===== src/rtl/fse_slicer_lock.sv =====
// fse_slicer_lock: baud-rate QPSK slicer with decision error, windowed
// error energy and a hysteretic lock detector.
module fse_slicer_lock #(
  parameter int NBT_IN     = 12,
  parameter int NBF_IN     = 9,
  parameter int LOG2_WIN   = 6,
  parameter int LOCK_CNT   = 4,
  parameter int UNLOCK_CNT = 2,
  parameter int NBT_ENG    = 2*(NBT_IN+1)+1+LOG2_WIN,
  parameter int ERR_TH     = 1677722
) (
  input  logic                clk,
  input  logic                i_reset,
  input  logic                i_en_rx,
  input  logic [NBT_IN-1:0]   i_data_I,
  input  logic [NBT_IN-1:0]   i_data_Q,
  input  logic                i_valid,
  output logic                o_dec_I,
  output logic                o_dec_Q,
  output logic [NBT_IN:0]     o_err_I,
  output logic [NBT_IN:0]     o_err_Q,
  output logic                o_dec_valid,
  output logic [NBT_ENG-1:0]  o_err_energy,
  output logic                o_win_valid,
  output logic                o_lock
);

  localparam int NBE = NBT_IN + 1;                 // error width
  localparam int NBP = 2*NBE + 1;                  // squared-error width
  localparam int CW  = $clog2(((LOCK_CNT > UNLOCK_CNT) ? LOCK_CNT : UNLOCK_CNT) + 1);
  localparam logic signed [NBE-1:0]   ONE    = NBE'(2**NBF_IN);
  localparam logic [NBT_ENG-1:0]      TH     = NBT_ENG'(ERR_TH);

  typedef enum logic {UNLOCKED, LOCKED} state_t;

  // Receiver disable behaves exactly like reset.
  logic clr;
  assign clr = i_reset | ~i_en_rx;

  // Error against the nearest QPSK point; zero slices to +1.
  function automatic logic signed [NBE-1:0] slice_err(input logic signed [NBT_IN-1:0] y);
    logic signed [NBE-1:0] ye;
    ye = NBE'(y);
    return y[NBT_IN-1] ? (ye + ONE) : (ye - ONE);
  endfunction

  // Stage 1: register decisions and errors at each symbol strobe.
  // NOTE: sequential state uses non-blocking assignments so every register
  // samples pre-edge values regardless of statement order.
  always_ff @(posedge clk) begin
    if (clr) begin
      o_dec_I     <= 1'b0;
      o_dec_Q     <= 1'b0;
      o_err_I     <= '0;
      o_err_Q     <= '0;
      o_dec_valid <= 1'b0;
    end else begin
      o_dec_valid <= i_valid;
      if (i_valid) begin
        o_dec_I <= i_data_I[NBT_IN-1];
        o_dec_Q <= i_data_Q[NBT_IN-1];
        o_err_I <= slice_err(i_data_I);
        o_err_Q <= slice_err(i_data_Q);
      end
    end
  end

  // Squared error magnitude; the sum of two squares always fits NBP bits.
  logic signed [2*NBE-1:0] sq_i, sq_q;
  logic [NBP-1:0]          p_next, p;
  logic                    p_valid;
  assign sq_i   = $signed(o_err_I) * $signed(o_err_I);
  assign sq_q   = $signed(o_err_Q) * $signed(o_err_Q);
  assign p_next = NBP'($unsigned(sq_i)) + NBP'($unsigned(sq_q));

  // Stage 2: register per-symbol error energy.
  always_ff @(posedge clk) begin
    if (clr) begin
      p       <= '0;
      p_valid <= 1'b0;
    end else begin
      p_valid <= o_dec_valid;
      if (o_dec_valid) p <= p_next;
    end
  end

  logic [NBT_ENG-1:0]  acc, acc_next;
  logic [LOG2_WIN-1:0] sym_cnt;
  assign acc_next = acc + NBT_ENG'(p);

  // Stage 3: accumulate a window; the last symbol's sum goes straight out.
  always_ff @(posedge clk) begin
    if (clr) begin
      acc          <= '0;
      sym_cnt      <= '0;
      o_err_energy <= '0;
      o_win_valid  <= 1'b0;
    end else begin
      o_win_valid <= p_valid && (sym_cnt == '1);
      if (p_valid) begin
        sym_cnt <= sym_cnt + LOG2_WIN'(1);
        if (sym_cnt == '1) begin
          o_err_energy <= acc_next;
          acc          <= '0;
        end else begin
          acc <= acc_next;
        end
      end
    end
  end

  state_t         state, state_next;
  logic [CW-1:0]  good_cnt, good_next, bad_cnt, bad_next;
  logic           good;
  assign good = (o_err_energy < TH);

  // Lock FSM state and hysteresis counters.
  always_ff @(posedge clk) begin
    if (clr) begin
      state    <= UNLOCKED;
      good_cnt <= '0;
      bad_cnt  <= '0;
    end else begin
      state    <= state_next;
      good_cnt <= good_next;
      bad_cnt  <= bad_next;
    end
  end

  // Lock FSM next state, evaluated once per completed window.
  // NOTE: every combinational output gets a default first so no path
  // leaves it unassigned and no latch is inferred.
  always_comb begin
    state_next = state;
    good_next  = good_cnt;
    bad_next   = bad_cnt;
    if (o_win_valid) begin
      case (state)
        UNLOCKED: begin
          if (!good) begin
            good_next = '0;
          end else if (good_cnt == CW'(LOCK_CNT - 1)) begin
            state_next = LOCKED;
            good_next  = '0;
            bad_next   = '0;
          end else begin
            good_next = good_cnt + CW'(1);
          end
        end
        LOCKED: begin
          if (good) begin
            bad_next = '0;
          end else if (bad_cnt == CW'(UNLOCK_CNT - 1)) begin
            state_next = UNLOCKED;
            good_next  = '0;
            bad_next   = '0;
          end else begin
            bad_next = bad_cnt + CW'(1);
          end
        end
        default: state_next = UNLOCKED;
      endcase
    end
  end

  assign o_lock = (state == LOCKED);

endmodule

===== config.mk =====
export PLATFORM = sky130hd
export DESIGN_NAME = fse_slicer_lock
export DESIGN_NICKNAME = d
export VERILOG_FILES = /design/src/rtl/fse_slicer_lock.sv
export SDC_FILE = /design/constraint.sdc
export NUM_CORES = 1
export LEC_CHECK = 0
export CAP_MARGIN = 5
export CORE_ASPECT_RATIO = 0.8
export CORE_MARGIN = 2
export CORE_UTILIZATION = 38
export CTS_BUF_LIST = sky130_fd_sc_hd__clkbuf_4 sky130_fd_sc_hd__clkbuf_8
export DETAILED_ROUTE_END_ITERATION = 8
export GPL_ROUTABILITY_DRIVEN = 1
export GPL_TIMING_DRIVEN = 0
export PLACE_DENSITY = 0.57
export SLEW_MARGIN = 20
export SYNTH_ARGS = -nofsm -noshare
export SYNTH_HDL_FRONTEND = slang
export SYNTH_SLANG_ARGS = --single-unit

===== constraint.sdc =====
create_clock -name clk -period 20.7 [get_ports clk]
set_input_delay 4.14 -clock clk [delete_from_list [all_inputs] [get_ports clk]]
set_output_delay 4.14 -clock clk [all_outputs]
set_load 0.005 [all_outputs]

==> results.json, run 1 <==
{
  "status": "finished, final reports clean",
  "synth_top_area_cell": "fa_1",
  "overflow": 0,
  "critical_path_class": "register to register",
  "post-place-cells": 2812,
  "fp.coreArea_um2": 48380,
  "gp_congestion": 0.8432,
  "ys_async_sr_fraction_pct": 0,
  "cp_common_cell": "fa_1",
  "portBuffers": 90,
  "clk_pin_slew_ns": 0.09,
  "grt_pass1_vias": 14590,
  "die_w_um": 251.3,
  "fmax_mhz": 116.1,
  "cts_root_buffer": "clkbuf_8",
  "rsz0062_at_grt": "no",
  "dieArea_um2": 50730,
  "synth-edff-count": 0,
  "grt_pass1_wl_um": 75530,
  "cts_buffer_depth": 2,
  "crit_required_ns": 21.06,
  "antenna_found_initial": 0,
  "synthesis.area_um2": 18600,
  "netlist_top_cells_area": "fa_1 (30%), dfxtp_1 (15%), ha_1 (13%)",
  "arrival_ns": 8.97,
  "ios": 92,
  "tightestPinTransition_ns": 0.8280,
  "wl_um": 45160,
  "dr.first_iter.drc_count": 726,
  "yosys_warnings": 0,
  "area_delta_synth_final_pct": 11.30,
  "finalHoldViolations": 0,
  "drc": 0,
  "start_util_pct": 38.44,
  "cts_resized": 0,
  "dp.final_hpwl_um": 37760,
  "finalCritPeriodShare_pct": 41.60,
  "max-vdd-ir-drop_mv": 0.05609,
  "viasPerCell": 4.975,
  "nets": 2713,
  "synth_seq_cells": 135,
  "holdWs_ns": 0.4597,
  "hold_path.class": "register to register",
  "grt_max_degree": 17,
  "via_count": 14150,
  "grt_use_total_pct": 18.73,
  "crit_path_end_kind": "register",
  "crit_fanout": 10,
  "synth_common_cells": "inv_1 (387), fa_1 (283), ha_1 (200)",
  "cts_tree": "done",
  "synth_most_common_cell": "inv_1",
  "worst_path_max_delay_cell": "dfxtp_1",
  "cts_buffers": 17,
  "relSlewSlack_pct": 44.80,
  "pre_cts_slack_ns": 12.18,
  "cts_setup_buffers": 0,
  "fin_crit_ns": 8.611,
  "hold_buffers": 0,
  "die_h_um": 201.9,
  "n_antenna_cell": 0,
  "rows": 72,
  "final_cells": 2844,
  "synthCells": 2091,
  "postRouteAntennaNets": 0,
  "fin_ws_ns": 12.09,
  "cp-start-kind": "register",
  "drv_cap": 0,
  "synth_cell_types": 68,
  "drv_slew": 0,
  "power.leakage_uw": 0.01058,
  "post-route-util_pct": 42.78,
  "clkSinkCount": 135,
  "wl_per_cell_um": 15.88,
  "fin_setup_tns_ns": 0,
  "skew_ns": 0.02603,
  "finalSetupViolCount": 0,
  "synthDominantCellAreaShare_pct": 30.46,
  "syn_avg_cell_area_um2": 8.894,
  "power_density_nw_per_um2": 33.85,
  "synth-seq-area-share_pct": 14.53,
  "firstDrtPassIters": 4,
  "synth-main-ff-cell": "dfxtp_1",
  "layout-drive-gt1-share_pct": 2.935,
  "critPathMaxStageDelay_ns": 0.64,
  "clk_latency_ns": 0.50,
  "htreeDepth": 4
}
metal layers:
layer	up-vias	track usage, %	part of all wire [%]
met5	-	0	0
met2	241	28.73	44
met3	27	2.704	3.9
met4	0	4.039	1.6
met1	7000	27.94	50
li1	6881	-	-
cell families (layout without fill, tap and decap cells):
family	count (synthesis)	after routing	synth area share, %
adder cells (fa/ha/maj)	483	483	43.92
XOR/XNOR	110	110	5.181
multiplexers	45	45	2.429
flip-flops	135	135	14.53
other	1	3	0.02016
buffers and inverters	455	577	9.224
AND/OR/NAND/NOR	535	535	12.96
AO/OA/AOI/OAI	327	327	11.73
registers in the layout, summed over array words and instances, names as in the netlist, 3 cells and up:
signal and count:
o_err_energy 33, acc 33, bad_cnt 3, o_err_Q 12
o_err_I 12, sym_cnt 6, good_cnt 3, p 27
power breakdown:
part / switching (µW) / leakage (µW) / internal, µW
clock: 124 / 0.000210 / 115
combinational: 114 / 0.00928 / 79.2
sequential: 5.58 / 0.00109 / 262
total: 244 / 0.0106 / 457
critical path: cells and delay by family, from the launching register on:
family | cells | cell delay [ns]
buf+inv | 5 | 1.17
compound gates | 6 | 1.62
fa+ha+maj | 8 | 3.65
xor+xnor | 2 | 0.26
mux | 1 | 0.14
simple gates | 5 | 0.97
flops | 1 | 0.64
through the flow:
stage	power (µW)	area (µm²)
global placement	465.7	20290
detailed placement	467.9	20290
CTS	710.5	20700
floorplan	412.4	18600
global route	745.5	20700
finish	700.7	20700
cell type report:
class                      count  area (µm²)
timing repair buffer          90       900.9
buffer                        68       265.3
fill                        4798       27680
tap                          629       787.0
sequential                   135        2703
clock buffer                  20       262.8
multi-input combinational   1503       14190
inverter                     387        1453
clock inverter                12       140.1
path summary, 6_finish.rpt:
path                                      start  depth (start not counted)               to  slack [ns]
worst min-delay path            o_err_energy[0]                          2  o_err_energy[0]        0.46
worst max-delay path                o_err_I[11]                         27            p[25]       12.09
worst min register to register  o_err_energy[0]                          2  o_err_energy[0]        0.46
worst max register to register      o_err_I[11]                         27            p[25]       12.09
cell usage in the layout (no fill, tap or decap), types with 18 or more instances in the layout:
cell             count
a21oi_1            124
fa_1               283
clkdlybuf4s50_1     90
xor2_1              26
nor2_1             177
o21ai_0             45
clkbuf_8            18
a21o_1              34
nor2b_1             32
nand3_1             19
dfxtp_1            135
xnor2_1             84
ha_1               200
and2_1              45
nand2_1            188
clkbuf_1            60
mux2i_1             44
inv_1              387
o21bai_1            18
Power figures use the tool's default switching activity.
==> run 2, diff against run 1 <==
Clock period 20.7 ns to 8.25 ns, I/O delays scaled along.
==> run 2 against run 1 <==
  * Clock-buffer cell count stayed put
  * Sequential power grew to 2.5 times the previous value
  * Cell area is 0.25% higher
  * Via count is 0.32% lower
  * Setup slack worse by 12 ns
  * Die area stayed put
  * Highest routed layer unchanged
  * Sequential cell count stayed put
  * Sequential share of layout area hardly changed
  * Worst hold slack hardly changed
  * Fmax is 9.9% higher
==> results.json, run 2 (synthesis results as in run 1) <==
{
  "grt_pass1_vias": 14590,
  "antenna_found_initial": 0,
  "fin_ws_ns": 0.4179,
  "crit_path_end_kind": "register",
  "die_w_um": 251.3,
  "via_count": 14100,
  "overflow": 0,
  "cts_root_buffer": "clkbuf_8",
  "dieArea_um2": 50730,
  "cts_buffer_depth": 2,
  "cts_buffers": 17,
  "dp.final_hpwl_um": 37760,
  "cts_tree": "done",
  "area_delta_synth_final_pct": 11.57,
  "grt_max_degree": 17,
  "rsz0062_at_grt": "no",
  "crit_required_ns": 8.61,
  "final_cells": 2842,
  "grt_pass1_wl_um": 75560,
  "max-vdd-ir-drop_mv": 0.1403,
  "final_cell_area_um2": 20750,
  "n_antenna_cell": 0,
  "ios": 92,
  "die_h_um": 201.9,
  "layout.cells.most_common": "inv_1",
  "placed_area_um2": 20290,
  "hold_buffers": 0,
  "wl_um": 45020,
  "seqCellArea_um2": 2718,
  "tightestPinTransition_ns": 0.8388,
  "multi_input_area_um2": 14200,
  "drv_cap": 0,
  "wl_per_cell_um": 15.84,
  "grt_use_total_pct": 18.73,
  "fillers": 4804,
  "hp-start": "o_err_energy[0]",
  "reg.largest.list": "acc: 33 flops, o_err_energy: 33 flops, p: 27 flops",
  "dr.first_iter.drc_count": 675,
  "clk_pin_slew_ns": 0.09,
  "cp-start-kind": "register",
  "htreeDepth": 4,
  "crit_family": "adder cells",
  "skew_ns": 0.02577,
  "r2r_start": "o_err_Q[7]",
  "gp_congestion": 0.8432,
  "finalPower_uw": 1758,
  "cp_num_buf_inv": 2,
  "postRouteAntennaNets": 0,
  "worst_path_max_delay_cell": "fa_1",
  "clk_latency_ns": 0.50,
  "viasPerCell": 4.963,
  "portBuffers": 90,
  "crit_fanout": 10,
  "pre_cts_slack_ns": -0.2723,
  "drc": 0,
  "arrival_ns": 8.19,
  "hold_path.class": "register to register",
  "clkSinkCount": 135,
  "drv_slew": 0,
  "finalCritPeriodShare_pct": 94.93,
  "cp_common_cell": "fa_1",
  "nets": 2711,
  "power_density_nw_per_um2": 84.75,
  "power.leakage_uw": 0.01066,
  "finalHoldViolations": 0,
  "mostFrequentLayoutCells": "inv_1 (387), fa_1 (282), ha_1 (200)",
  "rows": 72,
  "layout-drive-gt1-share_pct": 4.428,
  "firstDrtPassIters": 5,
  "fp.coreArea_um2": 48380,
  "holdWs_ns": 0.4597,
  "startpoint": "o_err_Q[7]",
  "finalSetupViolCount": 0,
  "fin_crit_ns": 7.832,
  "status": "finished, final reports clean",
  "post-place-cells": 2812,
  "fmax_mhz": 127.7,
  "critPathMaxStageDelay_ns": 0.57,
  "start_util_pct": 38.44,
  "critical_path_class": "register to register",
  "relSlewSlack_pct": 44.08
}
## run 2: cell types whose count changed in the layout (fill, tap and decap cells not counted), moves of 2 or more
cell	before	now
clkbuf_1	60	39
buf_2	0	3
dfxtp_4	0	2
dfxtp_2	0	6
dfxtp_1	135	127
nand2_1	188	186
nand2_2	0	2
clkbuf_2	2	19
## run 2: per-stage QoR
stage,util [%],setup TNS (ns)
final,42.89,0
after global routing,42.89,0
after CTS,42.80,0
after detailed placement,41.95,-0.4322
after global placement,41.95,-0.3785
after floorplan,-,0
## run 2: final timing paths
path | to | cells after the start | slack [ns]
worst max-delay path | p[25] | 26 | 0.42
worst min-delay path | o_err_energy[0] | 2 | 0.46
worst max register to register | p[25] | 26 | 0.42
worst min register to register | o_err_energy[0] | 2 | 0.46
## run 2: per-layer routing
layer / routed length (µm) / up-vias / share of wire [%] / GRT usage, %
met5: 0 / - / 0 / 0
met4: 698 / 0 / 1.6 / 4.039
met3: 1677 / 27 / 3.7 / 2.704
met2: 19890 / 232 / 44 / 28.72
met1: 22750 / 6961 / 51 / 27.96
li1: - / 6884 / - / -
## run 2: worst register-to-register path: cells and delay by family, from the launching register on
family	cells	cell delay, ns
adder cells (fa/ha/maj)	8	3.70
XOR/XNOR	2	0.33
multiplexers	1	0.13
flip-flops	1	0.35
AO/OA/AOI/OAI	7	1.87
AND/OR/NAND/NOR	6	0.79
buffers and inverters	2	0.54
## run 2: power by group
group / switching, µW / internal [µW] / total, µW
Clock: 312 / 288 / 600
Sequential: 15.0 / 658 / 673
Combinational: 285 / 200 / 485
Total: 612 / 1150 / 1760
## run 2: timing repair
action / in CTS / in global routing
gates resized for setup: 5 / 50
setup endpoints to repair: 5 / 8
buffers inserted: 0 / 0
## run 2: final cells by class
cell class | count | share of cell area [%]
clock inverters | 12 | 0.6754
repair buffers | 90 | 4.342
flip-flops and latches | 135 | 13.10
plain buffers | 66 | 1.363
inverters | 387 | 7.001
multi-input cells | 1503 | 68.46
well taps | 629 | 3.793
clock buffers | 20 | 1.266
